### config.mk
export PLATFORM = sky130hd
export DESIGN_NAME = sgpio_rx_multi_flat
export DESIGN_NICKNAME = d
export VERILOG_FILES = /design/src/rtl/sgpio_pkg.sv /design/src/rtl/sgpio_rx_multi_if.sv /design/src/rtl/sgpio_sync_edge.sv /design/src/rtl/sgpio_rx_multi.sv /design/src/flat_wrapper.sv
export SDC_FILE = /design/constraint.sdc
export NUM_CORES = 1
export LEC_CHECK = 0
export ABC_AREA = 1
export CORE_AREA = 2 2 120 239
export CTS_BUF_LIST = sky130_fd_sc_hd__clkbuf_4 sky130_fd_sc_hd__clkbuf_8
export CTS_CLUSTER_DIAMETER = 120
export DETAILED_ROUTE_END_ITERATION = 10
export DIE_AREA = 0 0 122 241
export PLACE_DENSITY = 0.69
export REMOVE_ABC_BUFFERS = 1
export SYNTH_ARGS = -nofsm -noshare
export SYNTH_HDL_FRONTEND = slang
export SYNTH_SLANG_ARGS = --single-unit
### constraint.sdc
create_clock -name SYSCLK -period 4.5 [get_ports SYSCLK]
set_input_delay 1.125 -clock SYSCLK [delete_from_list [all_inputs] [get_ports SYSCLK]]
set_output_delay 1.125 -clock SYSCLK [all_outputs]
set_load 0.02 [all_outputs]
### src/rtl/sgpio_pkg.sv
// Shared constants and types for the SGPIO target receiver.
// Latency: n/a (declarations only).
// Backpressure: n/a.
package sgpio_pkg;
    localparam int BITS_PER_DRV = 3;
    localparam int IDX_ACT      = 0;
    localparam int IDX_LOC      = 1;
    localparam int IDX_FAIL     = 2;
    localparam int ERR_W        = 8;

    typedef enum logic {
        HUNT  = 1'b0,
        SHIFT = 1'b1
    } state_t;
endpackage

### src/rtl/sgpio_rx_multi_if.sv
// SGPIO pin bundle plus decoded per-drive status outputs.
// Latency: n/a (wiring only).
// Backpressure: none; status outputs are level signals.
interface sgpio_rx_multi_if
    import sgpio_pkg::*;
#(
    parameter int NUM_DRV = 36
);
    logic               SCLK;
    logic               SLOAD;
    logic               SDATA;
    logic [NUM_DRV-1:0] ACT;
    logic [NUM_DRV-1:0] LOC;
    logic [NUM_DRV-1:0] FAIL;
    logic               FRAME_VALID;
    logic               LINK_UP;
    logic [ERR_W-1:0]   ERR_CNT;

    modport master (
        output SCLK, SLOAD, SDATA,
        input  ACT, LOC, FAIL, FRAME_VALID, LINK_UP, ERR_CNT
    );

    modport slave (
        input  SCLK, SLOAD, SDATA,
        output ACT, LOC, FAIL, FRAME_VALID, LINK_UP, ERR_CNT
    );
endinterface

### src/rtl/sgpio_sync_edge.sv
// 2-flop synchroniser for SCLK/SLOAD/SDATA with registered SCLK rising-edge detect.
// Latency: sclk_re and the aligned sload_s/sdata_s appear 3 clk cycles after the pins.
// Backpressure: none.
module sgpio_sync_edge (
    input  logic clk,
    input  logic rst,
    input  logic sclk,
    input  logic sload,
    input  logic sdata,
    output logic sclk_re,
    output logic sload_s,
    output logic sdata_s
);
    logic [1:0] sclk_m;
    logic [1:0] sload_m;
    logic [1:0] sdata_m;
    logic       sclk_d;

    // The third stage registers the edge together with SLOAD/SDATA so all three stay aligned.
    always_ff @(posedge clk) begin
        if (rst) begin
            sclk_m  <= '0;
            sload_m <= '0;
            sdata_m <= '0;
            sclk_d  <= 1'b0;
            sclk_re <= 1'b0;
            sload_s <= 1'b0;
            sdata_s <= 1'b0;
        end else begin
            sclk_m  <= {sclk_m[0], sclk};
            sload_m <= {sload_m[0], sload};
            sdata_m <= {sdata_m[0], sdata};
            sclk_d  <= sclk_m[1];
            sclk_re <= sclk_m[1] & ~sclk_d;
            sload_s <= sload_m[1];
            sdata_s <= sdata_m[1];
        end
    end
endmodule

### src/rtl/sgpio_rx_multi.sv
// SGPIO target receiver: frame decode, length check, link watchdog, short-frame counter (SGPIO_ACT_STRETCH_EN adds ACT stretching).
// Latency: commit/FRAME_VALID 4 SYSCLK cycles after the terminating SLOAD edge at the pins.
// Backpressure: none; outputs are level registers, FRAME_VALID a 1-cycle pulse.
module sgpio_rx_multi
    import sgpio_pkg::*;
#(
    parameter int NUM_DRV      = 36,
    parameter int TIMEOUT_CYC  = 2_500_000,
    parameter int STRETCH_TICK = 1_250_000
) (
    input  logic              SYSCLK,
    input  logic              RESET,
    sgpio_rx_multi_if.slave   bus
);
    localparam int NBITS = BITS_PER_DRV * NUM_DRV;
    localparam int CNT_W = $clog2(NBITS + 1);
    localparam int WD_W  = $clog2(TIMEOUT_CYC);
    localparam logic [CNT_W-1:0] NBITS_C = CNT_W'(NBITS);
    localparam logic [WD_W-1:0]  WD_MAX  = WD_W'(TIMEOUT_CYC - 1);

    if (NUM_DRV < 1 || NUM_DRV > 64 || TIMEOUT_CYC < 2 || STRETCH_TICK < 1) begin : g_bad_param
        $error("sgpio_rx_multi: parameter out of range");
    end

    logic               sclk_re, sload_s, sdata_s;
    state_t             state, state_nxt;
    logic [CNT_W-1:0]   bit_cnt;
    logic [NBITS-1:0]   shreg;
    logic [WD_W-1:0]    wd_cnt;
    logic               wd_exp;
    logic               start_bit, store_bit, commit, short_err;
    logic [NUM_DRV-1:0] act_q, loc_q, fail_q;
    logic               fv_q, link_q;
    logic [ERR_W-1:0]   err_q;

    sgpio_sync_edge u_sync (
        .clk     (SYSCLK),
        .rst     (RESET),
        .sclk    (bus.SCLK),
        .sload   (bus.SLOAD),
        .sdata   (bus.SDATA),
        .sclk_re (sclk_re),
        .sload_s (sload_s),
        .sdata_s (sdata_s)
    );

    // An edge in the expiry cycle keeps the link alive.
    assign wd_exp = (wd_cnt == WD_MAX) && !sclk_re;

    always_ff @(posedge SYSCLK) begin
        if (RESET || sclk_re)    wd_cnt <= '0;
        else if (wd_cnt != WD_MAX) wd_cnt <= wd_cnt + 1'b1;
    end

    always_ff @(posedge SYSCLK) begin
        if (RESET) state <= HUNT;
        else       state <= state_nxt;
    end

    always_comb begin
        state_nxt = state;
        start_bit = 1'b0;
        store_bit = 1'b0;
        commit    = 1'b0;
        short_err = 1'b0;
        if (wd_exp) begin
            state_nxt = HUNT;
        end else if (sclk_re) begin
            case (state)
                HUNT: begin
                    if (sload_s) begin
                        start_bit = 1'b1;
                        state_nxt = SHIFT;
                    end
                end
                SHIFT: begin
                    if (sload_s) begin
                        start_bit = 1'b1;
                        commit    = (bit_cnt == NBITS_C);
                        short_err = (bit_cnt != NBITS_C);
                    end else if (bit_cnt != NBITS_C) begin
                        store_bit = 1'b1;
                    end
                end
                default: state_nxt = HUNT;
            endcase
        end
    end

    // Commit reads the old shift register while the new frame's bit 0 is written.
    always_ff @(posedge SYSCLK) begin
        if (RESET) begin
            bit_cnt <= '0;
            shreg   <= '0;
            act_q   <= '0;
            loc_q   <= '0;
            fail_q  <= '0;
            fv_q    <= 1'b0;
            link_q  <= 1'b0;
            err_q   <= '0;
        end else begin
            fv_q <= commit;
            if (wd_exp) begin
                bit_cnt <= '0;
                act_q   <= '0;
                loc_q   <= '0;
                fail_q  <= '0;
                link_q  <= 1'b0;
            end else begin
                if (start_bit) begin
                    shreg[0] <= sdata_s;
                    bit_cnt  <= CNT_W'(1);
                end else if (store_bit) begin
                    shreg[bit_cnt] <= sdata_s;
                    bit_cnt        <= bit_cnt + 1'b1;
                end
                if (commit) begin
                    for (int d = 0; d < NUM_DRV; d++) begin
                        act_q[d]  <= shreg[d*BITS_PER_DRV + IDX_ACT];
                        loc_q[d]  <= shreg[d*BITS_PER_DRV + IDX_LOC];
                        fail_q[d] <= shreg[d*BITS_PER_DRV + IDX_FAIL];
                    end
                    link_q <= 1'b1;
                end
                if (short_err && err_q != {ERR_W{1'b1}}) err_q <= err_q + 1'b1;
            end
        end
    end

`ifdef SGPIO_ACT_STRETCH_EN
    localparam int PS_W = (STRETCH_TICK > 1) ? $clog2(STRETCH_TICK) : 1;
    logic [PS_W-1:0]    ps_cnt;
    logic               tick;
    logic [1:0]         str_cnt [NUM_DRV];
    logic [NUM_DRV-1:0] str_on;

    assign tick = (ps_cnt == PS_W'(STRETCH_TICK - 1));

    always_ff @(posedge SYSCLK) begin
        if (RESET || tick) ps_cnt <= '0;
        else               ps_cnt <= ps_cnt + 1'b1;
    end

    // A fresh commit reloads even when a tick lands in the same cycle.
    always_ff @(posedge SYSCLK) begin
        for (int d = 0; d < NUM_DRV; d++) begin
            if (RESET || wd_exp)
                str_cnt[d] <= 2'd0;
            else if (commit && shreg[d*BITS_PER_DRV + IDX_ACT])
                str_cnt[d] <= 2'd3;
            else if (tick && str_cnt[d] != 2'd0)
                str_cnt[d] <= str_cnt[d] - 2'd1;
        end
    end

    always_comb begin
        str_on = '0;
        for (int d = 0; d < NUM_DRV; d++) str_on[d] = (str_cnt[d] != 2'd0);
    end

    assign bus.ACT = act_q | str_on;
`else
    assign bus.ACT = act_q;
`endif

    assign bus.LOC         = loc_q;
    assign bus.FAIL        = fail_q;
    assign bus.FRAME_VALID = fv_q;
    assign bus.LINK_UP     = link_q;
    assign bus.ERR_CNT     = err_q;
endmodule
### src/flat_wrapper.sv
// flat-port wrapper written by rule: the top's interface ports become plain ports
module sgpio_rx_multi_flat import sgpio_pkg::*;
#(
    parameter int NUM_DRV      = 36,
    parameter int TIMEOUT_CYC  = 2_500_000,
    parameter int STRETCH_TICK = 1_250_000
)
  (SYSCLK, RESET, bus_SCLK, bus_SLOAD, bus_SDATA, bus_ACT, bus_LOC, bus_FAIL, bus_FRAME_VALID, bus_LINK_UP, bus_ERR_CNT);
  sgpio_rx_multi_if #(.NUM_DRV(NUM_DRV)) bus_i ();
  input  logic SYSCLK;
  input  logic RESET;
  input wire logic [$bits(bus_i.SCLK)-1:0] bus_SCLK;
  input wire logic [$bits(bus_i.SLOAD)-1:0] bus_SLOAD;
  input wire logic [$bits(bus_i.SDATA)-1:0] bus_SDATA;
  output wire logic [$bits(bus_i.ACT)-1:0] bus_ACT;
  output wire logic [$bits(bus_i.LOC)-1:0] bus_LOC;
  output wire logic [$bits(bus_i.FAIL)-1:0] bus_FAIL;
  output wire logic [$bits(bus_i.FRAME_VALID)-1:0] bus_FRAME_VALID;
  output wire logic [$bits(bus_i.LINK_UP)-1:0] bus_LINK_UP;
  output wire logic [$bits(bus_i.ERR_CNT)-1:0] bus_ERR_CNT;
  assign bus_i.SCLK = bus_SCLK;
  assign bus_i.SLOAD = bus_SLOAD;
  assign bus_i.SDATA = bus_SDATA;
  assign bus_ACT = bus_i.ACT;
  assign bus_LOC = bus_i.LOC;
  assign bus_FAIL = bus_i.FAIL;
  assign bus_FRAME_VALID = bus_i.FRAME_VALID;
  assign bus_LINK_UP = bus_i.LINK_UP;
  assign bus_ERR_CNT = bus_i.ERR_CNT;
  sgpio_rx_multi #(.NUM_DRV(NUM_DRV), .TIMEOUT_CYC(TIMEOUT_CYC), .STRETCH_TICK(STRETCH_TICK)) u_core (.SYSCLK(SYSCLK), .RESET(RESET), .bus(bus_i));
endmodule
# Word-level counts from Yosys, hierarchy flattened
# Cells that the tools add are included.
# word_totals
inputBits,5
output_inout_bits,118
n_memories,0
regBits,266
latchBits,0
romBits,0
ramBits,0
# classes
n_mux,24
magnitude_cmp,2
n_bitwise,4
n_shift,0
n_mul,0
n_div,0
n_reduce_logical,11
n_eq_ne,5
add_sub_neg,3
# op_table
operator,count
bitwise mux 108 bit,1
adder 22 x 1 -> 22 bit (second input constant),1
== test 22 bit (second input constant),1
two-way mux 1 bit,22
inequality test 22 bit (second input constant),1
adder 8 x 1 -> 8 bit (second input constant),1
less-than comparator 7 x 8 -> 1 bit (second input constant),1
inequality test 8 bit (second input constant),1
adder 7 x 1 -> 7 bit (second input constant),1
demux 1 bit (select 7 bit),1
== test 7 bit (second input constant),1
>= comparator 7 x 1 -> 1 bit (second input constant),1
inequality test 7 bit (second input constant),1
AND reduction 2 bit,2
logical AND 1 bit,3
NOT 1 bit,3
AND reduction 3 bit,1
OR reduction 3 bit,1
nonzero test 2 bit,1
OR reduction 2 bit,1
bitwise AND 1 bit,1
zero test 1 bit,1
logical OR 1 bit,1

# Longest topological paths before layout
# logic_depth
ltp_word,8
mapped_depth,11
depth_no_buf,10

# Hierarchy
# Synthesis repeated with hierarchy kept, for this count alone.
# unflattened
cells_unflattened,1823
area_unflattened_um2,11930.2
# by_module_without_submodules
mod,area_per_inst_um2,cells_per_inst,instances
sgpio_rx_multi,11638.7,1792,1
sgpio_sync_edge,291.5,31,1

# Least setup slack after synthesis
# Ideal clock, no wire load.
# synth_path
path_kind,input to register
startpoint,input RESET
endpoint,register u_core.shreg[23]
cell_stages,5
setup_slack_ps,2558
t_arrival_ps,1877
path_cell_list,inv_1 -> clkbuf_1 -> clkbuf_1 -> o21ai_0 -> nor2_1
# synth_lines
element,line,rtl
"start, declared",flat_wrapper.sv:11,input logic RESET;
"end signal, assigned by index",sgpio_rx_multi.sv:114,shreg[bit_cnt] <= sdata_s;
"end, declared",sgpio_rx_multi.sv:28,logic [NBITS-1:0] shreg;

# Final worst setup path
# layout_path
startpoint,register u_core.err_q[5] (netlist: u_core.bus.ERR_CNT[5])
endpoint,output bus_ERR_CNT[5]
# layout_lines
element,line,rtl
"start, declared",sgpio_rx_multi.sv:34,logic [ERR_W-1:0] err_q;
"start signal, assigned",sgpio_rx_multi.sv:125,if (short_err && err_q != {ERR_W{1'b1}}) err_q <= err_q + 1'b1;
"end, declared",flat_wrapper.sv:20,output wire logic [$bits(bus_i.ERR_CNT)-1:0] bus_ERR_CNT;
# No word-level cell between the ends.

==> results_dict.tcl <==
set metrics [dict create \
    status "finished clean" \
    yosys_register_bits 266 \
    crit_path_top_delay_cell "clkdlybuf4s50_1" \
    area_growth_syn_to_layout_pct 16.9 \
    p_per_area_nw_per_um2 314 \
    p_leak_nw 5.55 \
    fin_ws_ns 1.70 \
    clkPwrFrac_pct 45.5 \
    clkLatencyLatePin_ns 0.57 \
    critPathTopFamily "buffers and inverters" \
    grt_pass1_vias 10900 \
    die_area_um2 29400 \
    cap_violations 0 \
    grt_pass1_wl_mm 52.9 \
    layout_worst_path_cycle_share_pct 62.2 \
    finalPower_mw 4.50 \
    setup_viol 0 \
    core_area_um2 27400 \
    dpl_cell_area_um2 13500 \
    dr.pass1.iters 6 \
    cp-startpoint "u_core.bus.ERR_CNT[5]" \
    fin_crit_ns 2.80 \
    finalInstanceArea_um2 14300 \
    track_usage_pct 22.1 \
    vdd_drop_max_uv 228 \
    min_from "u_core.u_sync.sload_m[0]" \
    cts_setup_buffers 0 \
    cp_cell_sequence "clkdlybuf4s50_1" \
    die_x_um 122 \
    worst_setup_path_end_kind "output port" \
    antenna_found_initial 1 \
    hold_viol 0 \
    switching_share_pct 21.8 \
    grt_setup_unrepaired "false" \
    tightestPinTransition_ns 1.10 \
    holdBufCountCts 0 \
    synthDistinctLibCells 25 \
    critPathMaxFanout 8 \
    worstPathArrival_ns 1.67 \
    cts_root_buf "clkbuf_8" \
    routedWlPerCell_um 14.0 \
    dieHeight_um 241 \
    required_ns 3.38 \
    yosysTopAreaCell "dfxtp_1" \
    syn_inst 1885 \
    htreeDepth 2 \
    ant_nets 0 \
    path_clk_slew_ns 0.06 \
    cts_buffers 39 \
    start_util_pct 44.7 \
    worst-path-buf-inv 1 \
    globalplace.congestion 0.949 \
    r2r_slack_ns 1.82 \
    grt_start_max_net_pins 108 \
    worstHoldPathType "flip-flop to flip-flop" \
    overflow 0 \
    placed_cells 2265 \
    netSwitchingPower_mw 0.983 \
    vias_per_cell 5.02 \
    pin_count 123 \
    synth_area_leaders "dfxtp_1 (43%), nand2_1 (15%), nor2_1 (12%)" \
    relSlewSlack_pct 26.7 \
    wl_mm 32.6 \
    yosysTopAreaCellShare_pct 43.5 \
    finalMaxSlewViolations 0 \
    whs_ns 0.401 \
    port_buffers 122 \
    cell_internal_pwr_mw 3.52 \
    ys_seq_area_share_pct 43.5 \
    worst_clock_skew_ns 0.0196 \
    comb_power_share_pct 2.0 \
    nets 1963 \
    drc 0 \
    worst_setup_path_start_kind "flip-flop" \
    timing.fmax_ghz 0.357 \
    tritoncts "yes" \
    fp-row-count 86 \
    r2r-start "u_core.bit_cnt[0]" \
    cts_resized 0 \
    hpwl_mm 21.5 \
    drt_iter0_drc 696 \
    max_stage_delay_ns 0.66 \
    seqPwrFrac_pct 52.5 \
    clock_sinks 266 \
    dr_total_vias 11700 \
    fillerInstances 2756 \
    cts_buffer_depth 3 \
    place_ws_ns 1.31 \
    fin_cells 2332 \
    path_class "flip-flop to output port" \
    drive_gt1_share_pct 5.10 \
    avgSynthCellArea_um2 6.50 \
    syn_area_um2 12300 \
    yosysWarnings 0 \
]
## state kept, by name, summed over array words and instances, names as in the netlist, 7 cells and up
register	cells
u_core.bus.LOC	36
u_core.bit_cnt	7
u_core.bus.ACT	36
u_core.shreg	108
u_core.wd_cnt	22
u_core.bus.ERR_CNT	8
u_core.bus.FAIL	36
## layout by cell type, fill, tap and decap left out, types with 4 or more instances in the layout
cell type,n
o21ai_1,6
nor2_4,5
buf_4,14
a21oi_1,95
nand2_1,480
ha_1,4
clkbuf_8,52
nor2_1,384
o21ai_0,38
clkdlybuf4s50_1,122
nor3_1,72
dfxtp_1,266
inv_2,4
nand3_1,203
clkbuf_4,13
xor2_1,6
nand4_1,15
inv_1,180
## per-stage QoR
| stage | util (%) | TNS, ns |
|---|---|---|
| 4_1_cts | 52.2 | 0 |
| 5_1_grt | 52.2 | 0 |
| 6_report | 52.2 | 0 |
| 3_5_place_dp | 49.2 | 0 |
| 2_1_floorplan | - | -157.21 |
| 3_3_place_gp | 49.2 | 0 |
## layer usage
layer | up-vias | GRT usage (%) | part of all wire [%] | wire (um)
li1 | 6025 | - | - | -
met3 | 99 | 2.98 | 4.0 | 1320
met2 | 297 | 40.9 | 52 | 17100
met5 | - | 0 | 0 | 0
met4 | 0 | 11.7 | 5.1 | 1650
met1 | 5282 | 24.0 | 38 | 12500
## cells in the mapped netlist
| cell | count |
|---|---|
| nor2_4 | 4 |
| ha_1 | 4 |
| buf_4 | 7 |
| nor3_1 | 72 |
| inv_2 | 4 |
| nor2_1 | 385 |
| buf_1 | 11 |
| xor2_1 | 6 |
| nand2_2 | 3 |
| o21ai_1 | 6 |
| clkbuf_1 | 38 |
| a21oi_1 | 95 |
| nand4_1 | 15 |
| o21ai_0 | 38 |
| buf_2 | 43 |
| nand3b_1 | 2 |
| nor2_2 | 3 |
| dfxtp_1 | 266 |
| nand3_2 | 2 |
| buf_6 | 10 |
| inv_1 | 182 |
| clkinv_1 | 2 |
| xnor2_1 | 2 |
| nand3_1 | 203 |
| nand2_1 | 482 |
## worst paths after layout
path	end	cells after the start
min reg2reg	u_core.u_sync.sload_m[1]	2
max reg2reg	u_core.bus.FAIL[25]	9
max	bus_ERR_CNT[5]	1
min	u_core.u_sync.sload_m[1]	2
## area by class of cell
class / count / area [um2] / share of cell area [%]
Clock inverter: 1 / 7.51 / 0.0524
Timing Repair Buffer: 137 / 1350 / 9.40
Sequential cell: 266 / 5330 / 37.2
Clock buffer: 65 / 813 / 5.68
Multi-Input combinational cell: 1322 / 5680 / 39.7
Antenna cell: 1 / 2.50 / 0.0175
Tap cell: 352 / 440 / 3.08
Inverter: 188 / 707 / 4.94
## cells by family (layout without fill, tap and decap cells)
| family | Yosys count | after routing | share of synthesized area [%] |
|---|---|---|---|
| AND/OR/NAND/NOR | 1171 | 1171 | 39.5 |
| buffers and inverters | 297 | 391 | 10.4 |
| XOR/XNOR | 8 | 8 | 0.572 |
| other | 0 | 1 | 0 |
| adder cells (fa/ha/maj) | 4 | 4 | 0.408 |
| flip-flops | 266 | 266 | 43.5 |
| AO/OA/AOI/OAI | 139 | 139 | 5.68 |
## power by group through the flow
stage               logic, mW  registers (mW)  clock network, mW
global route            0.100            2.36               2.18
finish                 0.0891            2.36               2.05
floorplan              0.0553            2.42                  0
detailed placement     0.0893            2.42                  0
CTS                    0.0894            2.36               2.10
global placement       0.0883            2.42                  0
No activity file was read; power rests on OpenSTA's default activity.
